[config.mk]
export PLATFORM = sky130hd
export DESIGN_NAME = axis_video_frame_gen
export DESIGN_NICKNAME = d
export VERILOG_FILES = /design/src/rtl/axis_video_frame_gen.sv
export SDC_FILE = /design/constraint.sdc
export NUM_CORES = 1
export LEC_CHECK = 0
export BUFFER_PORTS_ARGS = -buffer_cell sky130_fd_sc_hd__buf_2
export CAP_MARGIN = 25
export CORE_ASPECT_RATIO = 0.7
export CORE_MARGIN = 2
export CORE_UTILIZATION = 35
export CTS_BUF_LIST = sky130_fd_sc_hd__clkbuf_8 sky130_fd_sc_hd__clkbuf_16
export CTS_CLUSTER_SIZE = 28
export DETAILED_ROUTE_END_ITERATION = 6
export PLACE_DENSITY = 0.62
export SKIP_CTS_REPAIR_TIMING = 1
export SYNTH_ARGS = -nofsm -noshare
export SYNTH_HDL_FRONTEND = slang
export SYNTH_SLANG_ARGS = --single-unit
[constraint.sdc]
create_clock -name clk -period 4.4 [get_ports clk]
set_input_delay 0.88 -clock clk [delete_from_list [all_inputs] [get_ports clk]]
set_output_delay 0.88 -clock clk [all_outputs]
set_load 0.005 [all_outputs]
[src/rtl/axis_video_frame_gen.sv]
// AXI4-Stream raster test-pattern source: ramp, LFSR noise, colour bars or solid fill,
// with SOF on tuser, EOL on tlast and full downstream backpressure support.
module axis_video_frame_gen #(
    parameter int          FRAME_WIDTH  = 20,
    parameter int          FRAME_HEIGHT = 10,
    parameter int          CHANNELS     = 3,
    parameter int          CH_WIDTH     = 8,
    parameter logic [31:0] LFSR_SEED    = 32'hACE1_2468,
    localparam int         DATA_W       = CHANNELS * CH_WIDTH
) (
    input  logic              clk,
    input  logic              reset,
    input  logic              enable,
    input  logic [1:0]        mode,
    input  logic [DATA_W-1:0] solid_color,
    output logic [DATA_W-1:0] m_axis_video_tdata,
    output logic              m_axis_video_tvalid,
    input  logic              m_axis_video_tready,
    output logic              m_axis_video_tuser,
    output logic              m_axis_video_tlast,
    output logic              frame_done,
    output logic [15:0]       frame_cnt
);

    localparam int XW    = (FRAME_WIDTH > 1) ? $clog2(FRAME_WIDTH) : 1;
    localparam int YW    = (FRAME_HEIGHT > 1) ? $clog2(FRAME_HEIGHT) : 1;
    localparam int BAR_W = (FRAME_WIDTH / 8 > 0) ? (FRAME_WIDTH / 8) : 1;
    localparam int BCW   = (BAR_W > 1) ? $clog2(BAR_W) : 1;

    localparam logic [XW-1:0]  X_LAST    = XW'(FRAME_WIDTH - 1);
    localparam logic [YW-1:0]  Y_LAST    = YW'(FRAME_HEIGHT - 1);
    localparam logic [BCW-1:0] BC_LAST   = BCW'(BAR_W - 1);
    localparam logic [31:0]    LFSR_MASK = 32'h8020_0003;

    typedef enum logic [0:0] {IDLE = 1'b0, RUN = 1'b1} state_t;

    state_t              state_r, state_s;
    logic [XW-1:0]       x_r, x_s;
    logic [YW-1:0]       y_r, y_s;
    logic [31:0]         lfsr_r, lfsr_s;
    logic [2:0]          bar_r, bar_s;
    logic [BCW-1:0]      bar_cnt_r, bar_cnt_s;
    logic [1:0]          mode_r, mode_s;
    logic [DATA_W-1:0]   solid_r, solid_s;
    logic [15:0]         fcnt_r, fcnt_s;
    logic [DATA_W-1:0]   tdata_r, tdata_s;
    logic                tvalid_r, tvalid_s;
    logic                tuser_r, tuser_s;
    logic                tlast_r, tlast_s;
    logic                done_r, done_s;
    logic                start_s;
    logic                xfer_s;

    function automatic logic [31:0] lfsr_step(input logic [31:0] s);
        lfsr_step = (s >> 1) ^ (s[0] ? LFSR_MASK : 32'h0000_0000);
    endfunction

    function automatic logic [DATA_W-1:0] pixel(
        input logic [1:0]        m,
        input logic [XW-1:0]     px,
        input logic [YW-1:0]     py,
        input logic [CH_WIDTH-1:0] fc,
        input logic [31:0]       lf,
        input logic [2:0]        bar,
        input logic [DATA_W-1:0] solid
    );
        logic [CH_WIDTH-1:0] ch;
        logic [2:0]          pat;
        logic                pbit;
        pixel = '0;
        ch    = '0;
        pbit  = 1'b0;
        // Bar 0 maps to pattern 7 (all channels on), bar 7 to pattern 0
        pat   = 3'd7 - bar;
        case (m)
            2'd0: begin
                for (int c = 0; c < CHANNELS; c++) begin
                    case (c)
                        0:       ch = CH_WIDTH'(px);
                        1:       ch = CH_WIDTH'(py);
                        2:       ch = fc;
                        default: ch = '0;
                    endcase
                    pixel[c*CH_WIDTH +: CH_WIDTH] = ch;
                end
            end
            2'd1: pixel = DATA_W'(lf);
            2'd2: begin
                for (int c = 0; c < CHANNELS; c++) begin
                    case (c % 3)
                        0:       pbit = pat[0];
                        1:       pbit = pat[1];
                        default: pbit = pat[2];
                    endcase
                    pixel[c*CH_WIDTH +: CH_WIDTH] = {CH_WIDTH{pbit}};
                end
            end
            2'd3:    pixel = solid;
            default: pixel = '0;
        endcase
    endfunction

    // Next-state, raster advance and next output beat
    always_comb begin
        state_s   = state_r;
        x_s       = x_r;
        y_s       = y_r;
        lfsr_s    = lfsr_r;
        bar_s     = bar_r;
        bar_cnt_s = bar_cnt_r;
        fcnt_s    = fcnt_r;
        tvalid_s  = tvalid_r;
        done_s    = 1'b0;
        start_s   = 1'b0;
        xfer_s    = tvalid_r & m_axis_video_tready;

        case (state_r)
            IDLE: begin
                if (enable) begin
                    start_s = 1'b1;
                end else begin
                    tvalid_s = 1'b0;
                end
            end
            RUN: begin
                if (!xfer_s) begin
                    state_s = RUN;
                end else if (x_r == X_LAST && y_r == Y_LAST) begin
                    fcnt_s = fcnt_r + 16'd1;
                    done_s = 1'b1;
                    if (enable) begin
                        start_s = 1'b1;
                    end else begin
                        state_s  = IDLE;
                        tvalid_s = 1'b0;
                    end
                end else if (x_r == X_LAST) begin
                    x_s       = '0;
                    y_s       = y_r + YW'(1);
                    bar_s     = 3'd0;
                    bar_cnt_s = '0;
                    lfsr_s    = lfsr_step(lfsr_r);
                end else begin
                    x_s    = x_r + XW'(1);
                    lfsr_s = lfsr_step(lfsr_r);
                    // Bar index saturates at 7 so no divider is needed
                    if (bar_r == 3'd7) begin
                        bar_s = bar_r;
                    end else if (bar_cnt_r == BC_LAST) begin
                        bar_cnt_s = '0;
                        bar_s     = bar_r + 3'd1;
                    end else begin
                        bar_cnt_s = bar_cnt_r + BCW'(1);
                    end
                end
            end
            default: begin
                state_s  = IDLE;
                tvalid_s = 1'b0;
            end
        endcase

        if (start_s) begin
            state_s   = RUN;
            x_s       = '0;
            y_s       = '0;
            lfsr_s    = LFSR_SEED;
            bar_s     = 3'd0;
            bar_cnt_s = '0;
            mode_s    = mode;
            solid_s   = solid_color;
            tvalid_s  = 1'b1;
        end else begin
            mode_s    = mode_r;
            solid_s   = solid_r;
        end

        tuser_s = tvalid_s && (x_s == '0) && (y_s == '0);
        tlast_s = tvalid_s && (x_s == X_LAST);
        if (tvalid_s) begin
            tdata_s = pixel(mode_s, x_s, y_s, CH_WIDTH'(fcnt_s), lfsr_s, bar_s, solid_s);
        end else begin
            tdata_s = '0;
        end
    end

    // State and registered outputs
    always_ff @(posedge clk) begin
        if (reset) begin
            state_r   <= IDLE;
            x_r       <= '0;
            y_r       <= '0;
            lfsr_r    <= LFSR_SEED;
            bar_r     <= 3'd0;
            bar_cnt_r <= '0;
            mode_r    <= 2'd0;
            solid_r   <= '0;
            fcnt_r    <= 16'd0;
            tdata_r   <= '0;
            tvalid_r  <= 1'b0;
            tuser_r   <= 1'b0;
            tlast_r   <= 1'b0;
            done_r    <= 1'b0;
        end else begin
            state_r   <= state_s;
            x_r       <= x_s;
            y_r       <= y_s;
            lfsr_r    <= lfsr_s;
            bar_r     <= bar_s;
            bar_cnt_r <= bar_cnt_s;
            mode_r    <= mode_s;
            solid_r   <= solid_s;
            fcnt_r    <= fcnt_s;
            tdata_r   <= tdata_s;
            tvalid_r  <= tvalid_s;
            tuser_r   <= tuser_s;
            tlast_r   <= tlast_s;
            done_r    <= done_s;
        end
    end

    assign m_axis_video_tdata  = tdata_r;
    assign m_axis_video_tvalid = tvalid_r;
    assign m_axis_video_tuser  = tuser_r;
    assign m_axis_video_tlast  = tlast_r;
    assign frame_done          = done_r;
    assign frame_cnt           = fcnt_r;

endmodule
# After elaboration in Yosys (flattened, before gate mapping)
# Cells that the tools add are included.
word_totals:
  reg_bits: 116
  in_bits: 30
op_classes:
  n_addsub: 6
  eq_ne: 8
  n_mux: 45
  n_bitwise: 6
  n_reduce_logical: 13
ops:
  columns: ["operator", "count"]
  rows:
  - ["24-bit two-way mux", 5]
  - ["24-bit case mux with 4 select lines", 1]
  - ["32-bit two-way mux", 1]
  - ["31-bit by 32-bit bitwise XOR with 32-bit output", 1]
  - ["5-bit two-way mux", 5]
  - ["8-bit two-way mux", 3]
  - ["3-bit two-way mux", 7]
  - ["4-bit two-way mux", 5]
  - ["16-bit by 1-bit adder with 16-bit output (second input constant)", 1]
  - ["1-bit two-way mux", 15]
  - ["5-bit equality test (second input constant)", 2]
  - ["3-bit AND reduction", 2]
  - ["5-bit by 1-bit adder with 5-bit output (second input constant)", 1]
  - ["5-bit zero test", 1]
  - ["4-bit by 1-bit adder with 4-bit output (second input constant)", 1]
  - ["2-bit equality test (second input constant)", 2]
  - ["4-bit equality test (second input constant)", 1]
  - ["1-bit logical AND", 4]
  - ["4-bit zero test", 1]
  - ["1-bit NOT", 4]
  - ["1-bit case mux with 2 select lines", 2]
  - ["4-bit AND reduction", 1]
  - ["2-bit OR reduction", 2]
  - ["3-bit by 1-bit adder with 3-bit output (second input constant)", 1]
  - ["other kinds (9)", 9]

# Longest topological paths before layout
logic_depth:
  depth_word: 10
  ltp_mapped: 10
  depth_no_buf: 8

# Least setup slack after synthesis
# Ideal clock, no wire load.
synth_path:
  path_type: "input to register"
  start: "in m_axis_video_tready"
  end: "reg tdata_r[11] (netlist: m_axis_video_tdata[11])"
  setup_ps: 120
  arrival_time_ps: 2285
  required_time_ps: 4280
  setup_slack_ps: 1995
  stages: 7
  cell_sequence: "clkbuf_2 -> nand3_1 -> o31ai_1 -> nor3_2 -> o21bai_2 -> buf_4 -> o31a_1"
synth_via:
  elab_chain_len: 6
synth_lines:
  columns: ["item", "line_no", "source"]
  rows:
  - ["start, declared", "18", "input logic m_axis_video_tready,"]
  - ["1-bit bitwise AND *", "115", "xfer_s = tvalid_r & m_axis_video_tready;"]
  - ["1-bit two-way mux / 3-bit two-way mux (equally long branches)", "126", "if (!xfer_s) begin"]
  - ["1-bit case mux with 2 select lines / 3-bit two-way mux (equally long branches)", "117", "case (state_r)"]
  - ["3-bit two-way mux, or another cell as far along", "163", "if (start_s) begin"]
  - ["3-bit subtractor, or another cell as far along", "74", "pat = 3'd7 - bar;"]
  - ["24-bit case mux with 4 select lines / 2-bit OR reduction (equally long branches)", null, null]
  - ["end signal, assigned", "214", "tdata_r <= tdata_s;"]
  - ["end, declared", "46", "logic [DATA_W-1:0] tdata_r, tdata_s;"]
# Every way passes the cells marked *; elsewhere a longest branch is shown, timed or not.
# A chain may end at the register's enable or synchronous reset.

# Worst setup path in the final report
layout_path:
  start: "reg x_r[0]"
  end: "reg tdata_r[20] (netlist: m_axis_video_tdata[20])"
layout_via:
  elab_chain_len: 8
layout_lines:
  columns: ["item", "line_no", "source"]
  rows:
  - ["start, declared", "38", "logic [XW-1:0] x_r, x_s;"]
  - ["start signal, assigned", "206", "x_r <= x_s;"]
  - ["5-bit equality test *", "128, 137", null]
  - ["1-bit logical AND / 3-bit two-way mux (equally long branches)", "128, 137", null]
  - ["1-bit two-way mux / 3-bit two-way mux (equally long branches)", "128", "end else if (x_r == X_LAST && y_r == Y_LAST) begin"]
  - ["1-bit two-way mux / 3-bit two-way mux (equally long branches)", "126", null]
  - ["1-bit case mux with 2 select lines / 3-bit two-way mux (equally long branches)", "117", null]
  - ["3-bit two-way mux, or another cell as far along", "163", null]
  - ["3-bit subtractor, or another cell as far along", "74", null]
  - ["24-bit case mux with 4 select lines / 2-bit OR reduction (equally long branches)", null, null]
# Marked as above.

==> reports/metrics.yaml <==
yosys:
  yosysWarnings: 0
  netlist_area_mm2: 0.00532
  ys_seq_area_frac: 0.437
  synthArstFlopShare: 0
  synthAdderAreaFrac: 0.0141
  synth_top_family_by_area: "simple AND/OR/NAND/NOR gates"
  ys.flop_type: "dfxtp_1"
  synth-compound-area-share: 0.195
  synth-edff-count: 0
  synth_xor_area_frac: 0.0346
  syn-num-nets: 639
  synth_cell_type_count: 69
  syn_inst: 603
  synth-seq-cells: 116
  muxShareOfSynthArea: 0.0518
  syn_avg_cell_area_um2: 8.82
  synth_simple_gate_area_frac: 0.221
die:
  coreArea_mm2: 0.0148
  dieArea_mm2: 0.0162
  rows: 37
  ioPinCount: 74
  die_x_um: 151
  initial_core_util: 0.360
  die_h_um: 107
final_layout:
  final-instance-count-excl-fill: 866
  finalNetCount: 694
  stdcell_area_mm2: 0.00630
  final_common_cell: "dfxtp_1"
  layout_common_cells: "dfxtp_1 (116), nand2_1 (96), buf_2 (73)"
  area_growth_pct: 18.4
  n_fill_cell: 1460
  antenna_cells: 0
  drive_above_1_share: 0.206
  ff_latch_area_mm2: 0.00232
  multi_input_area_mm2: 0.00276
clocking:
  clock_path_buffers: 2
  clkSinkCount: 116
  tritoncts: "yes"
  root_buffer: "clkbuf_16"
  h-tree-depth: 4
  clkTransAtPathRegs_ps: 50
  cts_made_buffers: 17
  clkLatencyLatePin_ps: 420
worst_setup_path:
  worstPathRequired_ps: 4670
  r2r_slack_ps: 1360
  r2r_cells: 7
  r2r_start: "x_r[0]$_SDFF_PP0_"
  path_max_fanout: 50
  start_kind: "flip-flop"
  reg2reg_to: "m_axis_video_tdata[20]$_SDFF_PP0_"
  worstSetupPathType: "flip-flop to flip-flop"
  critPathArrivalTime_ps: 3310
  endpoint_kind: "flip-flop"
hold_path:
  hold_depth: 2
  hold_class: "flip-flop to flip-flop"
  min_from: "solid_r[19]$_SDFF_PP0_"
  holdPathEnd: "solid_r[19]$_SDFF_PP0_"
placed_design:
  placedCellCount: 834
  placed_cell_area_mm2: 0.00576
  gp_congestion: 0.863
  io_buffers: 73
  dpl.hpwl_mm: 10.8
pwr:
  p_per_area_mw_per_mm2: 404
  p_leak_uw: 0.00260
  ir_drop_uv: 219
route:
  drcViolationCount: 0
  vias: 4720
  drt-initial-drc-count: 426
  final_antenna_net_count: 0
  drt-pass1-iter-count: 5
  viasPerCell: 5.45
  wl_mm: 15.2
  wl_per_cell_um: 17.6
sta:
  rsz0062_at_grt: "false"
  fin_skew_ps: 11.2
  setup_tns_ps: 0
  tightest_slew_ps: 970
  fin_crit_sh: 0.692
  hold_viol_final: 0
  final-max-slew-violation-count: 0
  slew_headroom: 0.352
  timing.hold.ws_ps: 452
  layout_min_cycle_time_ps: 3040
  fmax_mhz: 329
  finalSetupViolations: 0
global_routing:
  grt-ovfl-total: 0
  grt_pass1_vias: 4689
  grt_pass1_wl_mm: 24.6
  track_usage: 0.198
  antenna_found_initial: 0
  grt_max_degree: 51
outcome:
  outcome: "finished, final reports clean"
flow_run:
  drv_cap: 0
Yosys cell counts (3+ instances only):
cell / number / share of area
xor2_1: 15 / 0.025
o22a_1: 5 / 0.0082
nor2_1: 56 / 0.040
o21a_1: 6 / 0.0085
a221oi_1: 4 / 0.0066
inv_1: 6 / 0.0042
xnor2_1: 6 / 0.0099
buf_2: 15 / 0.014
and3_1: 10 / 0.012
buf_4: 3 / 0.0042
o211ai_1: 7 / 0.0099
nand2b_1: 3 / 0.0035
nor3_1: 8 / 0.0075
clkbuf_1: 19 / 0.013
o21ai_0: 22 / 0.021
a31oi_1: 4 / 0.0047
mux2i_1: 23 / 0.043
nand3_1: 40 / 0.038
a221oi_2: 6 / 0.017
dfxtp_1: 116 / 0.44
ha_1: 6 / 0.014
and2_1: 5 / 0.0059
a32oi_1: 3 / 0.0049
a21oi_1: 46 / 0.043
buf_6: 5 / 0.011
o31a_1: 5 / 0.0082
a22oi_1: 9 / 0.013
nand4_1: 9 / 0.011
nand2_1: 96 / 0.068
cell families (layout without fill, tap and decap cells):
kind of cell	count (synthesis)	count (layout)
AND/OR/NAND/NOR	244	244
AO/OA/AOI/OAI	141	141
flip-flops	116	116
buffers and inverters	49	117
multiplexers	26	26
XOR/XNOR	21	21
adder cells (fa/ha/maj)	6	6
cell type report:
cell class,count,share of cell area
clock inverters,11,0.00993
repair buffers,79,0.0651
clock buffers,21,0.0763
inverters,6,0.00357
flip-flops and latches,116,0.369
well taps,195,0.0387
multi-input cells,438,0.438
sequential cells by signal, summed over array words and instances (netlist names):
register	cells
bar_r	3
m_axis_video_tvalid	1
frame_done	1
state_r	1
bar_cnt_r	1
m_axis_video_tuser	1
x_r	5
lfsr_r	32
m_axis_video_tdata	24
m_axis_video_tlast	1
solid_r	24
frame_cnt	16
y_r	4
mode_r	2
routing by layer:
layer  global-route usage  wire length [µm]  vias up
met5                    0                 0        -
met4               0.0721               187        0
met3               0.0485              1130       20
met2                0.292              6560      183
met1                0.279              7350     2274
li1                     -                 -     2243
how the worst max path moves through the flow:
stage                        startpoint                                end  slack (ps)  cells past startpoint
global placement    m_axis_video_tready   m_axis_video_tdata[9]$_SDFF_PP0_        1170                      7
floorplan           m_axis_video_tready  m_axis_video_tdata[11]$_SDFF_PP0_        1990                      7
detailed placement  m_axis_video_tready   m_axis_video_tdata[9]$_SDFF_PP0_        1130                      7
global route          x_r[0]$_SDFF_PP0_  m_axis_video_tdata[19]$_SDFF_PP0_        1110                      7
finish                x_r[0]$_SDFF_PP0_  m_axis_video_tdata[20]$_SDFF_PP0_        1360                      7
CTS                   x_r[0]$_SDFF_PP0_  m_axis_video_tdata[20]$_SDFF_PP0_        1390                      7
critical path: stages (launching register included):
cell and delay, ps:
dfxtp_1 370, ha_1 280, nand4bb_4 340, o31a_4 660, mux2i_4 290, o21ai_2 90
nor2b_1 700, a2bb2oi_2 140
report_power, final:
part / internal [µW] / switching (µW)
clock network: 767 / 483
registers: 1080 / 20.5
logic: 68.5 / 129
total: 1920 / 633
through the flow:
stage               utilization  setup WS [ps]  power, µW
floorplan                     -           1990       1250
detailed placement        0.390           1130       1320
CTS                       0.427           1390       2560
global route              0.427           1110       2630
global placement          0.390           1170       1310
finish                    0.427           1360       2550
Note: power is estimated with default switching activity, not from simulation.
